[src/rtl/pwm_pkg.sv]
// pwm_pkg: shared widths, motor PWM frame length and measurement states
package pwm_pkg;
    localparam int DUTY_W_DEF = 11;
    localparam int PER_W_DEF = 12;
    localparam int PWM_PERIOD = 2048;
    typedef enum logic {IDLE, MEAS} state_t;
endpackage

[src/rtl/pwm_sync.sv]
// pwm_sync: two-flop synchronizer bringing the asynchronous PWM line into clk
module pwm_sync (
    input  logic clk,
    input  logic rst_n,
    input  logic d,
    output logic q
);
    logic m;
    always_ff @(posedge clk or negedge rst_n)
        if (!rst_n) {q, m} <= 2'b00;
        else {q, m} <= {m, d};
endmodule

[src/rtl/pwm_meas.sv]
// pwm_meas: measures high time and period of a PWM line, reports a stuck line on timeout
module pwm_meas import pwm_pkg::*; #(
    parameter int DUTY_W = DUTY_W_DEF,
    parameter int PER_W = PER_W_DEF,
    parameter int TIMEOUT = 4095
) (
    input  logic              clk,
    input  logic              rst_n,
    input  logic              PWM_in,
    output logic [DUTY_W-1:0] duty,
    output logic [PER_W-1:0]  period,
    output logic              vld,
    output logic              stuck
);
    state_t state;
    logic s, prev, rise, tmo;
    logic [1:0] flush;
    logic [PER_W-1:0] per_cnt, lim;
    logic [DUTY_W-1:0] hi_cnt;
    pwm_sync u_sync (.clk(clk), .rst_n(rst_n), .d(PWM_in), .q(s));
    // IDLE counts from 0 and MEAS from 1, so both time out TIMEOUT cycles after their start
    always_comb begin
        lim = state == IDLE ? PER_W'(TIMEOUT - 1) : PER_W'(TIMEOUT);
        rise = s & ~prev;
        tmo = ~rise & (per_cnt == lim);
    end
    // prev is held high until the synchronizer has flushed its reset zeros,
    // so a line already high at reset release is not mistaken for a rise
    always_ff @(posedge clk or negedge rst_n) begin
        if (!rst_n) begin
            state <= IDLE;
            flush <= 2'b00;
            prev <= 1'b1;
            per_cnt <= '0;
            hi_cnt <= '0;
            duty <= '0;
            period <= '0;
            vld <= 1'b0;
            stuck <= 1'b0;
        end else begin
            flush <= {flush[0], 1'b1};
            prev <= s | ~flush[1];
            vld <= 1'b0;
            if (rise) begin
                state <= MEAS;
                per_cnt <= PER_W'(1);
                hi_cnt <= DUTY_W'(1);
                if (state == MEAS) begin
                    duty <= hi_cnt;
                    period <= per_cnt;
                    stuck <= 1'b0;
                    vld <= 1'b1;
                end
            end else if (tmo) begin
                state <= IDLE;
                per_cnt <= '0;
                hi_cnt <= '0;
                duty <= {DUTY_W{s}};
                period <= '0;
                stuck <= 1'b1;
                vld <= 1'b1;
            end else begin
                per_cnt <= per_cnt + 1'b1;
                if (state == MEAS && s && hi_cnt != '1) hi_cnt <= hi_cnt + 1'b1;
            end
        end
    end
endmodule

[config.mk]
export PLATFORM = sky130hd
export DESIGN_NAME = pwm_meas
export DESIGN_NICKNAME = d
export VERILOG_FILES = /design/src/rtl/pwm_pkg.sv /design/src/rtl/pwm_sync.sv /design/src/rtl/pwm_meas.sv
export SDC_FILE = /design/constraint.sdc
export NUM_CORES = 1
export LEC_CHECK = 0
export CAP_MARGIN = 25
export CORE_AREA = 2 2 68 70
export CTS_CLUSTER_SIZE = 40
export DETAILED_ROUTE_END_ITERATION = 8
export DIE_AREA = 0 0 70 72
export GPL_ROUTABILITY_DRIVEN = 0
export PLACE_DENSITY = 0.76
export RECOVER_POWER = 100
export REMOVE_ABC_BUFFERS = 1
export SYNTH_ARGS = -nofsm -noshare
export SYNTH_HDL_FRONTEND = slang
export SYNTH_SLANG_ARGS = --single-unit
[constraint.sdc]
create_clock -name clk -period 5.05 [get_ports clk]
set_input_delay 0.505 -clock clk [delete_from_list [all_inputs] [get_ports clk]]
set_output_delay 0.505 -clock clk [all_outputs]
set_load 0.01 [all_outputs]
Yosys cells after proc, flatten, opt, wreduce, memory -nomap -nowiden
Cells that the tools add are included.

cells by class
  $add $sub $neg = 2
  equality and inequality tests = 3
  muxes and demuxes = 20
  bitwise logic cells = 6
  reduce and logical (&&, ||, !) cells = 5

operator list
  kind                   number
  $mux 11                6
  $mux 12                5
  $add 12x1->12 const B  1
  $eq 12x12->1           1
  $add 11x1->11 const B  1
  $ne 11x11->1 const B   1
  $mux 1                 9
  $not 1->1              3
  $reduce_bool 3->1      1
  $and 1x1->1            2
  $logic_and 1x1->1      2
  $ne 2x2->1 const B     1
  $reduce_and 2->1       1
  $reduce_bool 2->1      1
  $or 1x1->1             1

storage, ports and cells
  bits in registers = 54
  input bits = 3
  output and inout bits = 25
  logic and storage cells = 47

Longest topological paths before layout
Gate-level depths: netlist of run 1.

  word-level depth = 6
  mapped depth = 6
  depth with buffers taken out = 5

Hierarchy
From an unflattened synthesis of run 1, not the netlist that was laid out.

second synthesis, totals
  cell total of the unflattened synthesis = 188
  area total of the unflattened synthesis = 2264.7 um^2

modules (own cells, without submodules)
  module    instances  cells each  area an instance (um^2)  seq. area each (um^2)
  pwm_meas  1          186         2214.6                   1302.5
  pwm_sync  1          2           50.0                     50.0

Worst setup path before layout of run 1
No wires, ideal clock.

  path type = register -> register
  from = register per_cnt[2]
  to = register duty[10]
  library setup time = 0.126 ns
  arrival time = 1.556 ns
  data required time = 4.924 ns
  setup slack = 3.368 ns
  cell stages (with the launch flop) = 7
  buffers on the path = 2
  period minus slack after synthesis = 1.682 ns
  cells stage by stage = dfrtp_1 clkbuf_2 nand4_1 nor4b_4 a21oi_2 buf_6 a221o_1

on the way
  word-level cells in the longest chain between the ends = 4

RTL lines
  what                         line            text
  from (decl)                  pwm_meas.sv:18  logic [PER_W-1:0] per_cnt, lim;
  from (signal assigned)       pwm_meas.sv:63  per_cnt <= per_cnt + 1'b1;
  $eq 12x12->1                 pwm_meas.sv:25  tmo = ~rise & (per_cnt == lim);
  $and 1x1->1                  pwm_meas.sv:25
  $reduce_bool 2->1 (no line)  n/a
  $reduce_and 2->1 (no line)   n/a
  to (signal assigned)         pwm_meas.sv:49  duty <= hi_cnt;
  to (signal assigned)         pwm_meas.sv:58  duty <= {DUTY_W{s}};
  to (decl)                    pwm_meas.sv:10  output logic [DUTY_W-1:0] duty,

No other way between the ends.
A chain may end at the register's enable or synchronous reset.

Worst setup path after layout of run 1
  from = register per_cnt[4]
  to = register duty[8]

Same word-level chain as after synthesis.

==> results of run 1 <==
layer usage:
layer  vias up  global-route usage  share of wire
li1        740                   -              -
met4         0             0.07479          0.019
met1       808              0.2281           0.44
met2        40              0.3196           0.50
met3         8             0.03750          0.037
met5         -                   0              0
cells by family after synthesis:
family,after synthesis,share of synthesized area
AO/OA/AOI/OAI,43,0.1547
other,1,0.001656
XOR/XNOR,14,0.05414
AND/OR/NAND/NOR,60,0.1492
multiplexers,1,0.004420
adder cells (fa/ha/maj),2,0.01105
buffers and inverters,13,0.02762
flip-flops,54,0.5972
how the worst min path moves through the flow:
stage,start,to,slack (ps),cells past startpoint
5_1_grt,flush[0],flush[1],370,0
2_1_floorplan,rst_n,duty[0],210,0
6_report,u_sync.m,u_sync.q,360,0
3_3_place_gp,flush[0],flush[1],330,0
4_1_cts,rst_n,period[0],170,1
3_5_place_dp,u_sync.m,u_sync.q,340,0
Yosys cell counts, drive strengths merged (2+ instances only):
master   n
nor3     5
and3     7
nor4b    2
nand3    7
or3      5
a22o    12
a21oi    6
o31ai    2
clkbuf   3
ha       2
nor2    18
o21ba    2
xnor2    7
buf      5
nand4    5
nand2b   2
dfrtp   53
nand2    5
xor2     7
o21ai    6
a221o   11
inv      5
layout make-up:
| class | count | area share |
|---|---|---|
| clock buffer | 6 | 0.02750 |
| clock inverter | 2 | 0.01422 |
| sequential | 54 | 0.5126 |
| tap | 52 | 0.02466 |
| inverter | 5 | 0.007112 |
| timing repair buffer | 30 | 0.1057 |
| multi-input combinational | 121 | 0.3082 |
power groups by stage:
stage	logic (mW)	clock network, mW	registers, mW
after floorplan	0.0990	0	0.579
after global placement	0.208	0	0.571
after detailed placement	0.218	0	0.577
after CTS	0.221	0.292	0.568
after global routing	0.223	0.307	0.576
final	0.203	0.284	0.566
critical path: cells and delay by family (launching register included):
family	cells	cell delay [ps]
buffers and inverters	1	410
AND/OR/NAND/NOR	2	1070
AO/OA/AOI/OAI	2	820
flip-flops	1	450
registers in the layout (all words and copies together), names as in the netlist:
name and count:
period 12, duty 11, flush 2, u_sync.q 1, per_cnt 12, state 1
u_sync.m 1, prev 1, hi_cnt 11, stuck 1, vld 1
per-stage QoR:
| step | util | power, mW | hold slack [ps] | setup slack, ps | std cells |
|---|---|---|---|---|---|
| after floorplan | - | 0.6777 | 209.4 | 2834 | 180 |
| after global placement | 0.6001 | 0.7793 | 332.3 | 3131 | 260 |
| after detailed placement | 0.6048 | 0.7946 | 338.9 | 3062 | 261 |
| after CTS | 0.6306 | 1.081 | 173.3 | 3039 | 269 |
| after global routing | 0.6188 | 1.106 | 366.6 | 1968 | 270 |
| final | 0.6188 | 1.053 | 355.6 | 2176 | 270 |
==> results.yml, run 1 <==
run_status:
  status: "complete, but fails checks"
  violations: "capacitance limit, slew limit"
detailed_routing:
  detail-route-antenna-nets: 0
  drt_iter0_drc: 140
  drt-total-wl_um: 4358
  drc: 0
  vias_per_cell: 5.911
  firstDrtPassIters: 4
  vias: 1596
  wl_per_cell_um: 16.14
power:
  p_int_uw: 754.1
  switchingPower_uw: 299.1
  pwr-share-comb: 0.193
  p_clk_frac: 0.270
  sw_frac_of_total: 0.2840
  leakagePower_nw: 1.260
  ir_worst_vdd_mv: 0.3006
  seq_power_share: 0.537
  power.density_mw_per_mm2: 399.1
die:
  start_util: 0.5311
  fp.dieH_um: 72
  core-area_mm2: 0.004264
  pin_count: 28
  dieWidth_um: 70
  core.rowCount: 24
  die_area_mm2: 0.005040
clock_tree:
  clock-sinks: 54
  cts-htree-levels: 2
  clk_path_buf_depth: 2
  clk_pin_slew_ps: 90
  cts_resized: 0
  clock_latency_ps: 300
  cts_tree: "done"
  ctsHoldBuffers: 0
  numCtsBuffers: 5
  root_buffer: "clkbuf_8"
  cts_setup_buffers: 0
layout:
  drive_above_1_share: 0.05505
  final_cell_mix: "dfrtp_1, dlygate4sd3_1, nor2_1"
  final_nets: 222
  final_cell_area_mm2: 0.002639
  layout_commonest_cell: "dfrtp_1"
  multi_input_area_um2: 813.3
  areaGrowthSynthToFinish_pct: 16.52
  nFillCells: 358
  ff_latch_area_mm2: 0.001353
  antenna-diode-count: 0
worst_setup_path:
  r2r_slack_ps: 2180
  rr_endpoint: "duty[8]"
  crit_end: "duty[8]"
  crit_path_start: "per_cnt[4]"
  end_kind: "register"
  worstPathMaxFanout: 16
  slowest_delay_ps: 830
  cp.required_ps: 5240
  crit_type: "reg -> reg"
  r2r_start: "per_cnt[4]"
  crit_chain: "nand3_1, nor4b_1, a21oi_1, clkbuf_1, a221o_1"
  critical-path-slowest-cell: "nor4b_1"
  crit_path_start_kind: "register"
  reg2regPathDepth: 5
  arrival_ps: 3070
sta:
  slew_violations: 33
  finalSetupViolations: 0
  max_freq_ghz: 0.3479
  slew_headroom: -0.07954
  worst_pin_slew_ps: 1619
  fin_crit_sh: 0.5692
  setup_tns_ps: 0
  fin_crit_ps: 2874
  fin_worst_skew_ps: 4.946
  hold_viol: 0
  rsz0062_at_grt: "false"
synthesis:
  synth_cell_types: 39
  synth_area_leader_cell: "dfrtp_1"
  syn_area_per_cell_um2: 12.05
  synth_top_area_frac: 0.5856
  synthTopCellsByArea: "dfrtp_1, a221o_1, a22o_1"
  synth-edff-count: 0
  synth_ff_type: "dfrtp_1"
  syn_area_mm2: 0.002265
  seq_area_frac_synth: 0.5972
  yosys_warnings: 0
  syn-instance-count: 188
  ys_ff_latch: 54
  synthArstFlopShare: 1.000
worst_hold_path:
  holdCritPathClass: "reg -> reg"
grt:
  grt_antenna_before_repair: 0
  grt_max_degree: 33
  grt_pass1_wl_um: 7314
  grt_usage: 0.1842
  gr-total-overflow: 0
  first_global_vias: 1573
place:
  dpl_cell_area_mm2: 0.002579
  port-buffer-count: 27
  hpwl_um: 2971
job:
  max_cap_viol_count: 1
Power figures use the tool's default switching activity.
==> run 2, diff against run 1 <==
--- a/config.mk
+++ b/config.mk
@@ -6,12 +6,12 @@
 export NUM_CORES = 1
 export LEC_CHECK = 0
 export CAP_MARGIN = 25
-export CORE_AREA = 2 2 68 70
+export CORE_AREA = 2 2 71 73
 export CTS_CLUSTER_SIZE = 40
 export DETAILED_ROUTE_END_ITERATION = 8
-export DIE_AREA = 0 0 70 72
+export DIE_AREA = 0 0 73 75
 export GPL_ROUTABILITY_DRIVEN = 0
-export PLACE_DENSITY = 0.76
+export PLACE_DENSITY = 0.74
 export RECOVER_POWER = 100
 export REMOVE_ABC_BUFFERS = 1
 export SYNTH_ARGS = -nofsm -noshare
==> constraint.sdc (replaced) <==
create_clock -name clk -period 2.5 [get_ports clk]
set_input_delay 0.25 -clock clk [delete_from_list [all_inputs] [get_ports clk]]
set_output_delay 0.25 -clock clk [all_outputs]
set_load 0.01 [all_outputs]
==> run 2 against run 1 <==
  * The flow still finishes with violations (capacitance limit, slew limit)
  * Highest routed layer unchanged
  * Fmax rose by 43%
  * Clock skew rose by 2.5 ps
  * Largest cell class unchanged
  * Die area rose by 8.6%
==> results.yml, run 2 (synthesized netlist as in run 1, its figures left out) <==
clock_tree:
  numCtsBuffers: 5
  cts_tree: "done"
  cts-htree-levels: 2
  cts_resized: 0
  clock-sinks: 54
  cts_setup_buffers: 0
  root_buffer: "clkbuf_8"
  ctsHoldBuffers: 0
  clock_latency_ps: 310
  clk_path_buf_depth: 2
  clk_pin_slew_ps: 90
sta:
  slew_headroom: -0.3543
  worst_pin_slew_ps: 2032
  fin_worst_skew_ps: 7.491
  setup_tns_ps: 0
  rsz0062_at_grt: "false"
  finalSetupViolations: 0
  slew_violations: 40
  max_freq_ghz: 0.4964
  fin_crit_sh: 0.8058
  hold_viol: 0
  fin_crit_ps: 2015
  setup_slack_ps: 485.4
layout:
  final_nets: 223
  top_regs: "per_cnt: 12 flops, period: 12 flops"
  drive_above_1_share: 0.06393
  final_cell_mix: "dfrtp_1, dlygate4sd3_1, nor2_1"
  areaGrowthSynthToFinish_pct: 17.40
  antenna-diode-count: 0
  final_cell_area_mm2: 0.002659
  layout_commonest_cell: "dfrtp_1"
worst_setup_path:
  cp.required_ps: 2710
  slowest_delay_ps: 580
  arrival_ps: 2220
  crit_type: "reg -> reg"
  crit_path_start_kind: "register"
  critical-path-slowest-cell: "a21o_1"
  crit_chain: "nand4_1, nor4b_4, a21o_1, o21ba_2"
  cp_num_buf_inv: 0
  cp_top_family: "compound AO/OA/AOI/OAI gates"
  worstPathMaxFanout: 21
  end_kind: "register"
detailed_routing:
  drt_iter0_drc: 125
  drt-total-wl_um: 4154
  wl_per_cell_um: 15.22
  vias_per_cell: 5.678
  vias: 1550
  drc: 0
  detail-route-antenna-nets: 0
  firstDrtPassIters: 4
grt:
  grt_pass1_wl_um: 7203
  first_global_vias: 1545
  grt_usage: 0.1743
  grt_max_degree: 40
  gr-total-overflow: 0
  grt_antenna_before_repair: 0
run_status:
  violations: "capacitance limit, slew limit"
  status: "complete, but fails checks"
power:
  total_power_mw: 2.017
  leakagePower_nw: 1.271
  ir_worst_vdd_mv: 0.4822
  power.density_mw_per_mm2: 758.6
worst_hold_path:
  holdCritPathClass: "reg -> reg"
die:
  core-area_mm2: 0.004661
  fp.dieH_um: 75
  start_util: 0.4859
  die_area_mm2: 0.005475
  dieWidth_um: 73
  pin_count: 28
  core.rowCount: 25
place:
  dpl_cell_area_mm2: 0.002591
  hpwl_um: 2772
  port-buffer-count: 27
  dp_slack_ps: 461.6
job:
  max_cap_viol_count: 1
==> run 2: final timing paths <==
path	start	endpoint	slack, ps	cells past startpoint
max in group asynchronous	rst_n	per_cnt[2]	730	2
min in group asynchronous	rst_n	hi_cnt[9]	510	1
min reg2reg	u_sync.m	u_sync.q	350	0
max	per_cnt[2]	hi_cnt[9]	490	4
max reg2reg	per_cnt[2]	hi_cnt[9]	490	4
min	u_sync.m	u_sync.q	350	0
==> run 2: cell type report <==
class	count	area, um2
clock buffers	8	80.08
fillers	391	2002
inverters	5	18.77
multi-input cells	121	845.8
flip-flops and latches	54	1353
well taps	54	67.56
repair buffers	31	294.0
==> run 2: layer usage <==
layer | part of all wire | vias up | global-route usage | wire length, um
met4 | 0.017 | 0 | 0.06790 | 70
met3 | 0.026 | 6 | 0.04016 | 109
met2 | 0.47 | 23 | 0.2863 | 1969
li1 | - | 749 | - | -
met5 | 0 | - | 0 | 0
met1 | 0.48 | 772 | 0.2261 | 2004
==> run 2: report_power, final <==
part           leakage [nW]  switching (mW)  internal [mW]
Clock                0.0395           0.270          0.200
Sequential            0.711           0.136           1.01
Combinational         0.521           0.184          0.219
Total                  1.27           0.590           1.43
==> run 2: metrics by stage <==
step | utilization | hold WS (ps) | cells
6_report | 0.5705 | 351.7 | 273
5_1_grt | 0.5705 | 367.2 | 273
4_1_cts | 0.5732 | 70.22 | 273
3_5_place_dp | 0.5560 | 335.6 | 265
3_3_place_gp | 0.5528 | 332.2 | 264
2_1_floorplan | - | -45.59 | 180
